--- config.mk ---
export PLATFORM = sky130hd
export DESIGN_NAME = decode_fetch_stage_flat
export DESIGN_NICKNAME = d
export VERILOG_FILES = /design/src/rtl/decode_fetch_stage_pkg.sv /design/src/rtl/decode_fetch_stage_if.sv /design/src/rtl/decode_fetch_stage_operand_needs.sv /design/src/rtl/decode_fetch_stage.sv /design/src/flat_wrapper.sv
export SDC_FILE = /design/constraint.sdc
export NUM_CORES = 1
export LEC_CHECK = 0
export BUFFER_PORTS_ARGS = -buffer_cell sky130_fd_sc_hd__buf_2
export CAP_MARGIN = 20
export CORE_ASPECT_RATIO = 0.8
export CORE_MARGIN = 4
export CORE_UTILIZATION = 50
export CTS_CLUSTER_DIAMETER = 40
export CTS_CLUSTER_SIZE = 40
export DETAILED_ROUTE_END_ITERATION = 8
export GPL_ROUTABILITY_DRIVEN = 0
export GPL_TIMING_DRIVEN = 1
export PLACE_DENSITY = 0.85
export SYNTH_ARGS = -nofsm -noshare
export SYNTH_HDL_FRONTEND = slang
export SYNTH_SLANG_ARGS = --single-unit
--- constraint.sdc ---
create_clock -name clk -period 4.4 [get_ports clk]
set_clock_uncertainty 0.1 [all_clocks]
set_input_delay 0.44 -clock clk [delete_from_list [all_inputs] [get_ports clk]]
set_output_delay 0.44 -clock clk [all_outputs]
set_load 0.02 [all_outputs]
--- src/rtl/decode_fetch_stage_pkg.sv ---
// Shared decode constants and FSM state encoding for the decode/fetch stage.
// Imported by the operand_needs helper and the stage top.
package decode_pkg;

  localparam logic [2:0] OPC_MOV  = 3'b110;
  localparam logic [2:0] OPC_ALU  = 3'b101;
  localparam logic [2:0] OPC_LDR  = 3'b011;
  localparam logic [2:0] OPC_STR  = 3'b100;
  localparam logic [2:0] OPC_HALT = 3'b111;

  localparam logic [1:0] OP_MOVI = 2'b10;
  localparam logic [1:0] OP_MOVR = 2'b00;
  localparam logic [1:0] OP_MVN  = 2'b11;

  typedef enum logic [1:0] {
    S_IDLE = 2'd0,
    S_RD_A = 2'd1,
    S_RD_B = 2'd2,
    S_OUT  = 2'd3
  } state_t;

endpackage

--- src/rtl/decode_fetch_stage_if.sv ---
// Instruction-in and decoded-bundle-out handshakes for decode_fetch_stage.
// slave: stage side; master: instruction source / execute side.
interface decode_fetch_stage_if #(
  parameter int DATA_W   = 16,
  parameter int REGSEL_W = 3
);
  logic                in_valid;
  logic                in_ready;
  logic [15:0]         instr;
  logic                out_valid;
  logic                out_ready;
  logic [2:0]          opcode;
  logic [1:0]          op;
  logic [1:0]          shift;
  logic [REGSEL_W-1:0] rn;
  logic [REGSEL_W-1:0] rd;
  logic [REGSEL_W-1:0] rm;
  logic [DATA_W-1:0]   sximm8;
  logic [DATA_W-1:0]   sximm5;
  logic [DATA_W-1:0]   a_val;
  logic [DATA_W-1:0]   b_val;
  logic                illegal;

  modport slave (
    input  in_valid, instr, out_ready,
    output in_ready, out_valid, opcode, op, shift,
    output rn, rd, rm, sximm8, sximm5,
    output a_val, b_val, illegal
  );

  modport master (
    output in_valid, instr, out_ready,
    input  in_ready, out_valid, opcode, op, shift,
    input  rn, rd, rm, sximm8, sximm5,
    input  a_val, b_val, illegal
  );
endinterface

--- src/rtl/decode_fetch_stage_operand_needs.sv ---
// Which source registers an opcode/op pair reads, and whether it is legal.
// In: opcode, op. Out: needs_a, needs_b, b_is_rd, illegal.
module operand_needs
  import decode_pkg::*;
(
  input  logic [2:0] opcode,
  input  logic [1:0] op,
  output logic       needs_a,
  output logic       needs_b,
  output logic       b_is_rd,
  output logic       illegal
);

  always_comb begin
    needs_a = 1'b0;
    needs_b = 1'b0;
    b_is_rd = 1'b0;
    illegal = 1'b0;
    case (opcode)
      OPC_MOV: begin
        if (op == OP_MOVR) needs_b = 1'b1;
        else if (op != OP_MOVI) illegal = 1'b1;
      end
      OPC_ALU: begin
        needs_b = 1'b1;
        needs_a = (op != OP_MVN);
      end
      OPC_LDR: needs_a = 1'b1;
      OPC_STR: begin
        needs_a = 1'b1;
        needs_b = 1'b1;
        b_is_rd = 1'b1;
      end
      OPC_HALT: ;
      default: illegal = 1'b1;
    endcase
  end

endmodule

--- src/rtl/decode_fetch_stage.sv ---
// Registered decode + operand fetch: captures one instruction, reads rn/rm/rd.
// Ports: clk, reset_n, flush, rf_readnum/rf_data, bus (in + bundle out).
module decode_fetch_stage
  import decode_pkg::*;
#(
  parameter int DATA_W   = 16,
  parameter int REGSEL_W = 3
) (
  input  logic                clk,
  input  logic                reset_n,
  input  logic                flush,
  output logic [REGSEL_W-1:0] rf_readnum,
  input  logic [DATA_W-1:0]   rf_data,
  decode_fetch_stage_if.slave bus
);

  state_t            r_state;
  state_t            w_next;
  logic [15:0]       r_ir;
  logic [DATA_W-1:0] r_a;
  logic [DATA_W-1:0] r_b;
  logic [15:0]       w_dec;
  logic              w_need_a;
  logic              w_need_b;
  logic              w_b_is_rd;
  logic              w_ill;

  // In IDLE the next state depends on the word being offered, not the IR.
  assign w_dec = (r_state == S_IDLE) ? bus.instr : r_ir;

  operand_needs u_needs (
    .opcode  (w_dec[15:13]),
    .op      (w_dec[12:11]),
    .needs_a (w_need_a),
    .needs_b (w_need_b),
    .b_is_rd (w_b_is_rd),
    .illegal (w_ill)
  );

  always_ff @(posedge clk or negedge reset_n) begin
    if (!reset_n) r_state <= S_IDLE;
    else          r_state <= w_next;
  end

  always_comb begin
    w_next = r_state;
    unique case (r_state)
      S_IDLE:
        if (bus.in_valid)
          w_next = w_need_a ? S_RD_A :
                   w_need_b ? S_RD_B : S_OUT;
      S_RD_A: w_next = w_need_b ? S_RD_B : S_OUT;
      S_RD_B: w_next = S_OUT;
      S_OUT:  if (bus.out_ready) w_next = S_IDLE;
    endcase
    if (flush) w_next = S_IDLE;
  end

  always_ff @(posedge clk or negedge reset_n) begin
    if (!reset_n) begin
      r_ir <= '0;
      r_a  <= '0;
      r_b  <= '0;
    end else if (flush) begin
      r_a <= '0;
      r_b <= '0;
    end else begin
      unique case (r_state)
        S_IDLE:
          if (bus.in_valid) begin
            r_ir <= bus.instr;
            r_a  <= '0;
            r_b  <= '0;
          end
        S_RD_A: r_a <= rf_data;
        S_RD_B: r_b <= rf_data;
        S_OUT: ;
      endcase
    end
  end

  always_comb begin
    rf_readnum = '0;
    unique case (1'b1)
      r_state == S_RD_A:
        rf_readnum = REGSEL_W'(r_ir[10:8]);
      r_state == S_RD_B:
        rf_readnum = w_b_is_rd ? REGSEL_W'(r_ir[7:5])
                               : REGSEL_W'(r_ir[2:0]);
      default: ;
    endcase
  end

  assign bus.in_ready  = (r_state == S_IDLE);
  assign bus.out_valid = (r_state == S_OUT);
  // Reset IR decodes as opcode 000; only flag illegal on a real bundle.
  assign bus.illegal   = bus.out_valid & w_ill;
  assign bus.opcode    = r_ir[15:13];
  assign bus.op        = r_ir[12:11];
  assign bus.shift     = r_ir[4:3];
  assign bus.rn        = REGSEL_W'(r_ir[10:8]);
  assign bus.rd        = REGSEL_W'(r_ir[7:5]);
  assign bus.rm        = REGSEL_W'(r_ir[2:0]);
  assign bus.sximm8    = DATA_W'($signed(r_ir[7:0]));
  assign bus.sximm5    = DATA_W'($signed(r_ir[4:0]));
  assign bus.a_val     = r_a;
  assign bus.b_val     = r_b;

endmodule

--- src/flat_wrapper.sv ---
// flat-port wrapper written by rule: the top's interface ports become plain ports
module decode_fetch_stage_flat import decode_pkg::*;
#(
  parameter int DATA_W   = 16,
  parameter int REGSEL_W = 3
)
  (clk, reset_n, flush, rf_readnum, rf_data, bus_in_valid, bus_instr, bus_out_ready, bus_in_ready, bus_out_valid, bus_opcode, bus_op, bus_shift, bus_rn, bus_rd, bus_rm, bus_sximm8, bus_sximm5, bus_a_val, bus_b_val, bus_illegal);
  decode_fetch_stage_if #(.DATA_W(DATA_W), .REGSEL_W(REGSEL_W)) bus_i ();
  input  logic clk;
  input  logic reset_n;
  input  logic flush;
  output logic [REGSEL_W-1:0] rf_readnum;
  input  logic [DATA_W-1:0] rf_data;
  input wire logic [$bits(bus_i.in_valid)-1:0] bus_in_valid;
  input wire logic [$bits(bus_i.instr)-1:0] bus_instr;
  input wire logic [$bits(bus_i.out_ready)-1:0] bus_out_ready;
  output wire logic [$bits(bus_i.in_ready)-1:0] bus_in_ready;
  output wire logic [$bits(bus_i.out_valid)-1:0] bus_out_valid;
  output wire logic [$bits(bus_i.opcode)-1:0] bus_opcode;
  output wire logic [$bits(bus_i.op)-1:0] bus_op;
  output wire logic [$bits(bus_i.shift)-1:0] bus_shift;
  output wire logic [$bits(bus_i.rn)-1:0] bus_rn;
  output wire logic [$bits(bus_i.rd)-1:0] bus_rd;
  output wire logic [$bits(bus_i.rm)-1:0] bus_rm;
  output wire logic [$bits(bus_i.sximm8)-1:0] bus_sximm8;
  output wire logic [$bits(bus_i.sximm5)-1:0] bus_sximm5;
  output wire logic [$bits(bus_i.a_val)-1:0] bus_a_val;
  output wire logic [$bits(bus_i.b_val)-1:0] bus_b_val;
  output wire logic [$bits(bus_i.illegal)-1:0] bus_illegal;
  assign bus_i.in_valid = bus_in_valid;
  assign bus_i.instr = bus_instr;
  assign bus_i.out_ready = bus_out_ready;
  assign bus_in_ready = bus_i.in_ready;
  assign bus_out_valid = bus_i.out_valid;
  assign bus_opcode = bus_i.opcode;
  assign bus_op = bus_i.op;
  assign bus_shift = bus_i.shift;
  assign bus_rn = bus_i.rn;
  assign bus_rd = bus_i.rd;
  assign bus_rm = bus_i.rm;
  assign bus_sximm8 = bus_i.sximm8;
  assign bus_sximm5 = bus_i.sximm5;
  assign bus_a_val = bus_i.a_val;
  assign bus_b_val = bus_i.b_val;
  assign bus_illegal = bus_i.illegal;
  decode_fetch_stage #(.DATA_W(DATA_W), .REGSEL_W(REGSEL_W)) u_core (.clk(clk), .reset_n(reset_n), .flush(flush), .rf_readnum(rf_readnum), .rf_data(rf_data), .bus(bus_i));
endmodule
### Word-level counts from Yosys, hierarchy flattened

Index checks and enable logic that the tools add are counted.

| operators by class | value |
|---|---|
| bitwise operators | 2 |
| reductions and logical operators | 11 |
| equality and inequality tests | 12 |
| muxes and demuxes | 21 |

Operators with widths:

| cell | count |
|---|---|
| $mux 16 | 4 |
| $pmux 16 s2 | 2 |
| $eq 3x3->1 const B | 4 |
| $mux 2 | 4 |
| $pmux 2 s4 | 1 |
| $ne 3x3->1 const B | 2 |
| $pmux 1 s2 | 3 |
| $pmux 3 s2 | 1 |
| $reduce_and 2->1 | 3 |
| $reduce_bool 3->1 | 2 |
| $mux 1 | 5 |
| $eq 2x2->1 const B | 2 |
| $logic_not 2->1 | 2 |
| $ne 2x2->1 const B | 2 |
| $reduce_or 2->1 | 2 |
| $reduce_or 4->1 | 1 |
| $eq 3x2->1 const B | 1 |
| $mux 3 | 1 |
| $reduce_and 3->1 | 1 |
| $eq 2x1->1 const B | 1 |
| $and 1x1->1 | 1 |
| $not 1->1 | 1 |

| word-level totals | value |
|---|---|
| input port bits | 37 |
| output and inout bits | 86 |
| logic and storage cells | 50 |
| register bits after elaboration | 50 |

### Depth between registers and ports, before layout

| depth | value |
|---|---|
| depth in word-level cells | 10 |
| depth in mapped cells | 7 |
| gate-level depth less buffers | 6 |

### By module

From an unflattened synthesis, not the netlist that was laid out.

| second synthesis, totals | value |
|---|---|
| cell total of the unflattened synthesis | 253 |
| area total of the unflattened synthesis | 2721.4 um2 |

By module, submodules not included:

| module | cells an instance | area each (um2) | sequential area each (um2) | times used |
|---|---|---|---|---|
| decode_fetch_stage | 244 | 2666.3 | 1251.2 | 1 |
| operand_needs | 9 | 55.1 | 0.0 | 1 |

### Least setup slack after synthesis

Ideal clock, no wire load.

| path | value |
|---|---|
| kind | register to output |
| from | register u_core.r_state[0] |
| to | output bus_illegal |
| path slack | 1.731 ns |
| cell stages (with the launch flop) | 8 |
| arrival time | 2.129 ns |
| path buffers | 1 |
| cells stage by stage | dfrtp_1 inv_1 ha_1 buf_6 inv_2 a31oi_4 nand2_1 nor4b_1 |

| between the ends | value |
|---|---|
| longest elaborated chain between the ends | 7 |
| elaborated cells on any way between the ends | 15 |
| classes of those cells | 7 x eq/ne; 4 x mux; 1 x bitwise; 3 x reduce/logical |

Ends and longest elaborated chain:

| what | RTL line | text |
|---|---|---|
| from (decl) | decode_fetch_stage.sv:17 | `state_t r_state;` |
| from (signal assigned) | decode_fetch_stage.sv:42 | `else r_state <= w_next;` |
| $logic_not 2->1 (*) | -- |  |
| net bus_in_ready | flat_wrapper.sv:17 | `output wire logic [$bits(bus_i.in_ready)-1:0] bus_in_ready;` |
| $mux 16 (*) | decode_fetch_stage.sv:29 | `assign w_dec = (r_state == S_IDLE) ? bus.instr : r_ir;` |
| $ne 2x2->1 | decode_fetch_stage_operand_needs.sv:22 | `else if (op != OP_MOVI) illegal = 1'b1;` |
| $mux 1 | decode_fetch_stage_operand_needs.sv:22 |  |
| $mux 1 | decode_fetch_stage_operand_needs.sv:21 | `if (op == OP_MOVR) needs_b = 1'b1;` |
| $pmux 1 s2 (*) | decode_fetch_stage_operand_needs.sv:19 | `case (opcode)` |
| $and 1x1->1 (*) | decode_fetch_stage.sv:97 | `assign bus.illegal = bus.out_valid & w_ill;` |
| to (decl) | flat_wrapper.sv:29 | `output wire logic [$bits(bus_i.illegal)-1:0] bus_illegal;` |

The timed path passes the listed nets; every way through them passes the cells marked *.

### Worst setup path in the final report

| path | value |
|---|---|
| from | register u_core.r_state[0] |
| to | output rf_readnum[2] |

| between the ends | value |
|---|---|
| longest elaborated chain between the ends | 6 |
| elaborated cells on any way between the ends | 8 |
| classes of those cells | 3 x eq/ne; 4 x mux; 1 x reduce/logical |

Ends and longest elaborated chain:

| what | RTL line | text |
|---|---|---|
| $logic_not 2->1 | decode_fetch_stage.sv:29 |  |
| $mux 16 | decode_fetch_stage.sv:29 |  |
| $eq 3x3->1 | decode_fetch_stage_operand_needs.sv:19 |  |
| $mux 1 | decode_fetch_stage_operand_needs.sv:19 |  |
| $mux 3 | decode_fetch_stage.sv:88 | `rf_readnum = w_b_is_rd ? REGSEL_W'(r_ir[7:5])` |
| $pmux 3 s2 (*) | decode_fetch_stage.sv:84 | `unique case (1'b1)` |
| to (decl) | flat_wrapper.sv:12 | `output logic [REGSEL_W-1:0] rf_readnum;` |

Mark *: on every way between the ends. The rest lies on a longest branch, timed or not.

==> impl_results.md <==
* Die Ht at ~73 µm
* Yosys top cell by area: dfrtp_1
* Max Clk Rate at 342.9 MHz
* Final period utilization at 66.29%
* Antenna violations before repair at 0
* Num CTS Buffers at 5
* Pwr dens at 697.5 mW/mm²
* Switching share of power at 46.09%
* Fillcell total at 436
* Clk_lat worst skew at 0.29 ns
* Die span in x at 89.34 µm
* Max-slew headroom at a little over two fifths
* CTS sink cnt at 50
* Gr ovfl total at 0
* Root Driver: clkbuf_8
* Core ar. at about 0.0051 mm²
* First-pass GRT wire length at 9.446 mm
* Crit end category: output pin
* Initial Util at 52.25%
* Max-cap violations at 0
* Netlist Area Pre-Place at 0.002646 mm²
* Vias in the first global route at 1938
* HP Class: input port to flip-flop
* Pin count of the biggest net entering global routing at a little over 50
* Sequential area share after synthesis at 47.28%
* Status: finished, final reports clean
* Synth area leaders: dfrtp_1 (47%), buf_4 (9.1%), mux2_4 (5.7%), nand2_1 (5.1%), o21ai_1 (4.7%)
* CP startpoint kind: flip-flop
* Setup TNS at 0 ns
* Lkg Pwr at ~1.7 nW
* Overall Global Routing Usage at roughly 19%
* Least-Margin Pin Slew at around 0.87 ns
* Sequential power share at 31.8%
* Top cell type's share of synthesized area at between 40% and 50%
* #FFs+latches synth at 50
* Resized Gates After CTS at 0
* Post-layout net count at 390
* Total Routed Length at around 6.0 mm
* N_diodes at 0
* Synth Area per Inst at 10.22 µm²
* Ports at 123
* Syn Inst Count at approximately 260
* Iteration-0 DRC Markers at 113
* Routed WL per cell at 14.58 µm
* Port Buffers at around 120
* Clock H-tree levels at 2
* Reg clk slew, reported paths at 0.09 ns
* 1st-pass router iterations at 5
* Max rail drop VDD at 452.2 µV
* Critical Path AT at around 2.4 ns
* Cell Rows at 23
* Area Overhead vs Synth at 21.23%
* Via count at 2047
* # DRC at 0
* Crit path required time at approximately 3.9 ns
* Dpl hpwl at 4.592 mm
* Final Critical Period at 2.917 ns
* Layout cells sized above 1 at 46.00%
* Setup violators final at 0
* Mapped Nets at 300
* Synth warn at 0
* Die area at 0.006528 mm²
* Crit Path Max Fanout at 17
* Worst-case clock buffer depth at 2
* Synth unique cells at 40
* Internal power at 1.206 mW
* Sw Pwr at 1.031 mW
* Vias per inst at a little under 5
* Logic pwr share at a little over half
* Final ANT Viol Nets at 0
* Total power draw at between 2 and 2.5 mW
* Worst Path Class, Setup: flip-flop to output pin
* Unrepaired setup endpoints after global routing: no
* TritonCTS clock tree: done
* Placement Cell Area at 0.003037 mm²
* Final instance area at 0.003208 mm²
* Final Max Tran Viols at 0
* Hold Fails Final Rpt at 0
* Clock share of power at 14.1%
==> area by class of cell <==
cell class                 instances  area, µm²  share of cell area [%]
tap                               62      77.57                   2.418
sequential                        50       1251                   39.00
clock inverter                     1      30.03                  0.9360
clock buffer                       7      76.32                   2.379
inverter                          19      71.32                   2.223
multi-input combinational        146       1015                   31.63
timing repair buffer             127      686.9                   21.41
==> registers in the layout, summed over array words and instances, names as in the netlist <==
signal	cells
u_core.r_state	2
u_core.r_ir	16
u_core.bus.a_val	16
u_core.bus.b_val	16
==> critical path, cell delays in order (launching register included) <==
cell,delay [ns]
dfrtp_1,0.46
inv_1,0.11
ha_1,0.59
and3b_1,0.32
o211ai_2,0.16
mux2i_1,0.15
o21ai_1,0.12
buf_2,0.18
==> per-stage QoR <==
stage	utilization, %	setup slack [ns]	hold WS [ns]	cells
after floorplan	-	1.731	0.04441	259
after global placement	59.73	1.837	0.3583	399
after detailed placement	59.96	1.693	0.3740	400
after CTS	62.06	1.454	0.2591	408
after global routing	63.34	1.297	0.2514	412
final	63.34	1.483	0.2679	412
==> worst paths after layout <==
path / slack [ns] / end / cells after the start / startpoint
max: 1.48 / rf_readnum[2] / 7 / u_core.r_state[0]
min: 0.27 / u_core.r_ir[0] / 2 / bus_instr[0]
max reg2reg: 1.70 / u_core.bus.a_val[8] / 5 / u_core.r_state[0]
min reg2reg: 0.39 / u_core.bus.a_val[10] / 2 / u_core.bus.a_val[10]
max in group asynchronous: 3.18 / u_core.bus.b_val[0] / 3 / reset_n
min in group asynchronous: 0.50 / u_core.bus.b_val[14] / 2 / reset_n
==> synthesized netlist by cell type <==
| cell | number |
|---|---|
| buf_2 | 7 |
| o21ai_0 | 10 |
| buf_1 | 1 |
| nor3b_1 | 2 |
| nor2b_1 | 4 |
| mux2_2 | 7 |
| buf_4 | 32 |
| inv_1 | 18 |
| clkbuf_1 | 2 |
| nor3_1 | 1 |
| mux2i_1 | 4 |
| o21ai_1 | 25 |
| o22ai_1 | 1 |
| nor4_1 | 1 |
| o211ai_2 | 1 |
| nor2_1 | 1 |
| o22ai_2 | 1 |
| nor4b_1 | 1 |
| o21bai_2 | 1 |
| a221oi_2 | 2 |
| a21oi_1 | 1 |
| inv_2 | 1 |
| nor3b_2 | 2 |
| and3b_1 | 2 |
| ha_1 | 4 |
| or2_1 | 1 |
| nand3_1 | 19 |
| nand3b_4 | 1 |
| o32ai_1 | 1 |
| nand2_2 | 1 |
| dfrtp_1 | 50 |
| nand2_1 | 36 |
| and2b_1 | 1 |
| o221ai_2 | 1 |
| mux2_4 | 10 |
| a31oi_4 | 1 |
| buf_6 | 2 |
| and3_1 | 1 |
| nand2b_1 | 1 |
| o22a_1 | 1 |
==> routing by layer <==
layer,vias to the layer above,track usage (%),wire length [µm]
met2,64,30.91,2975
met5,-,0,0
met1,960,24.98,2642
met4,0,3.967,46
met3,5,3.612,341
li1,1018,-,-
==> what timing repair did <==
| action | in CTS | in global routing |
|---|---|---|
| setup buffers | 0 | 0 |
| endpoints found under the hold margin | 0 | 16 |
| hold buffers | 0 | 1 |
==> placed cells by master (no fill, tap or decap), drive strengths merged, types with 2 or more instances in the layout <==
master  netlist  final
mux2i         4      4
nor2b         4      4
ha            4      4
o22ai         2      2
dfrtp        50     50
buf          42    126
a221oi        2      2
nor3b         4      4
nand3        19     19
nand2        37     37
o21ai        35     35
inv          19     19
clkbuf        2      7
and3b         2      2
mux2         17     17
==> power groups by stage <==
| stage | Combinational [mW] | Sequential [mW] | Clock, mW |
|---|---|---|---|
| finish | 1.21 | 0.713 | 0.316 |
| global route | 1.29 | 0.738 | 0.343 |
| detailed placement | 1.20 | 0.721 | 0 |
| floorplan | 0.894 | 0.847 | 0 |
| CTS | 1.20 | 0.713 | 0.328 |
| global placement | 1.17 | 0.712 | 0 |
==> kinds of logic after synthesis <==
| group | count (synthesis) | share of synthesized area, % |
|---|---|---|
| AND/OR/NAND/NOR | 75 | 14.70 |
| buffers and inverters | 63 | 14.37 |
| AO/OA/AOI/OAI | 46 | 11.58 |
| multiplexers | 21 | 10.17 |
| adder cells (fa/ha/maj) | 4 | 1.891 |
| flip-flops | 50 | 47.28 |
No activity file was read; power rests on OpenSTA's default activity.
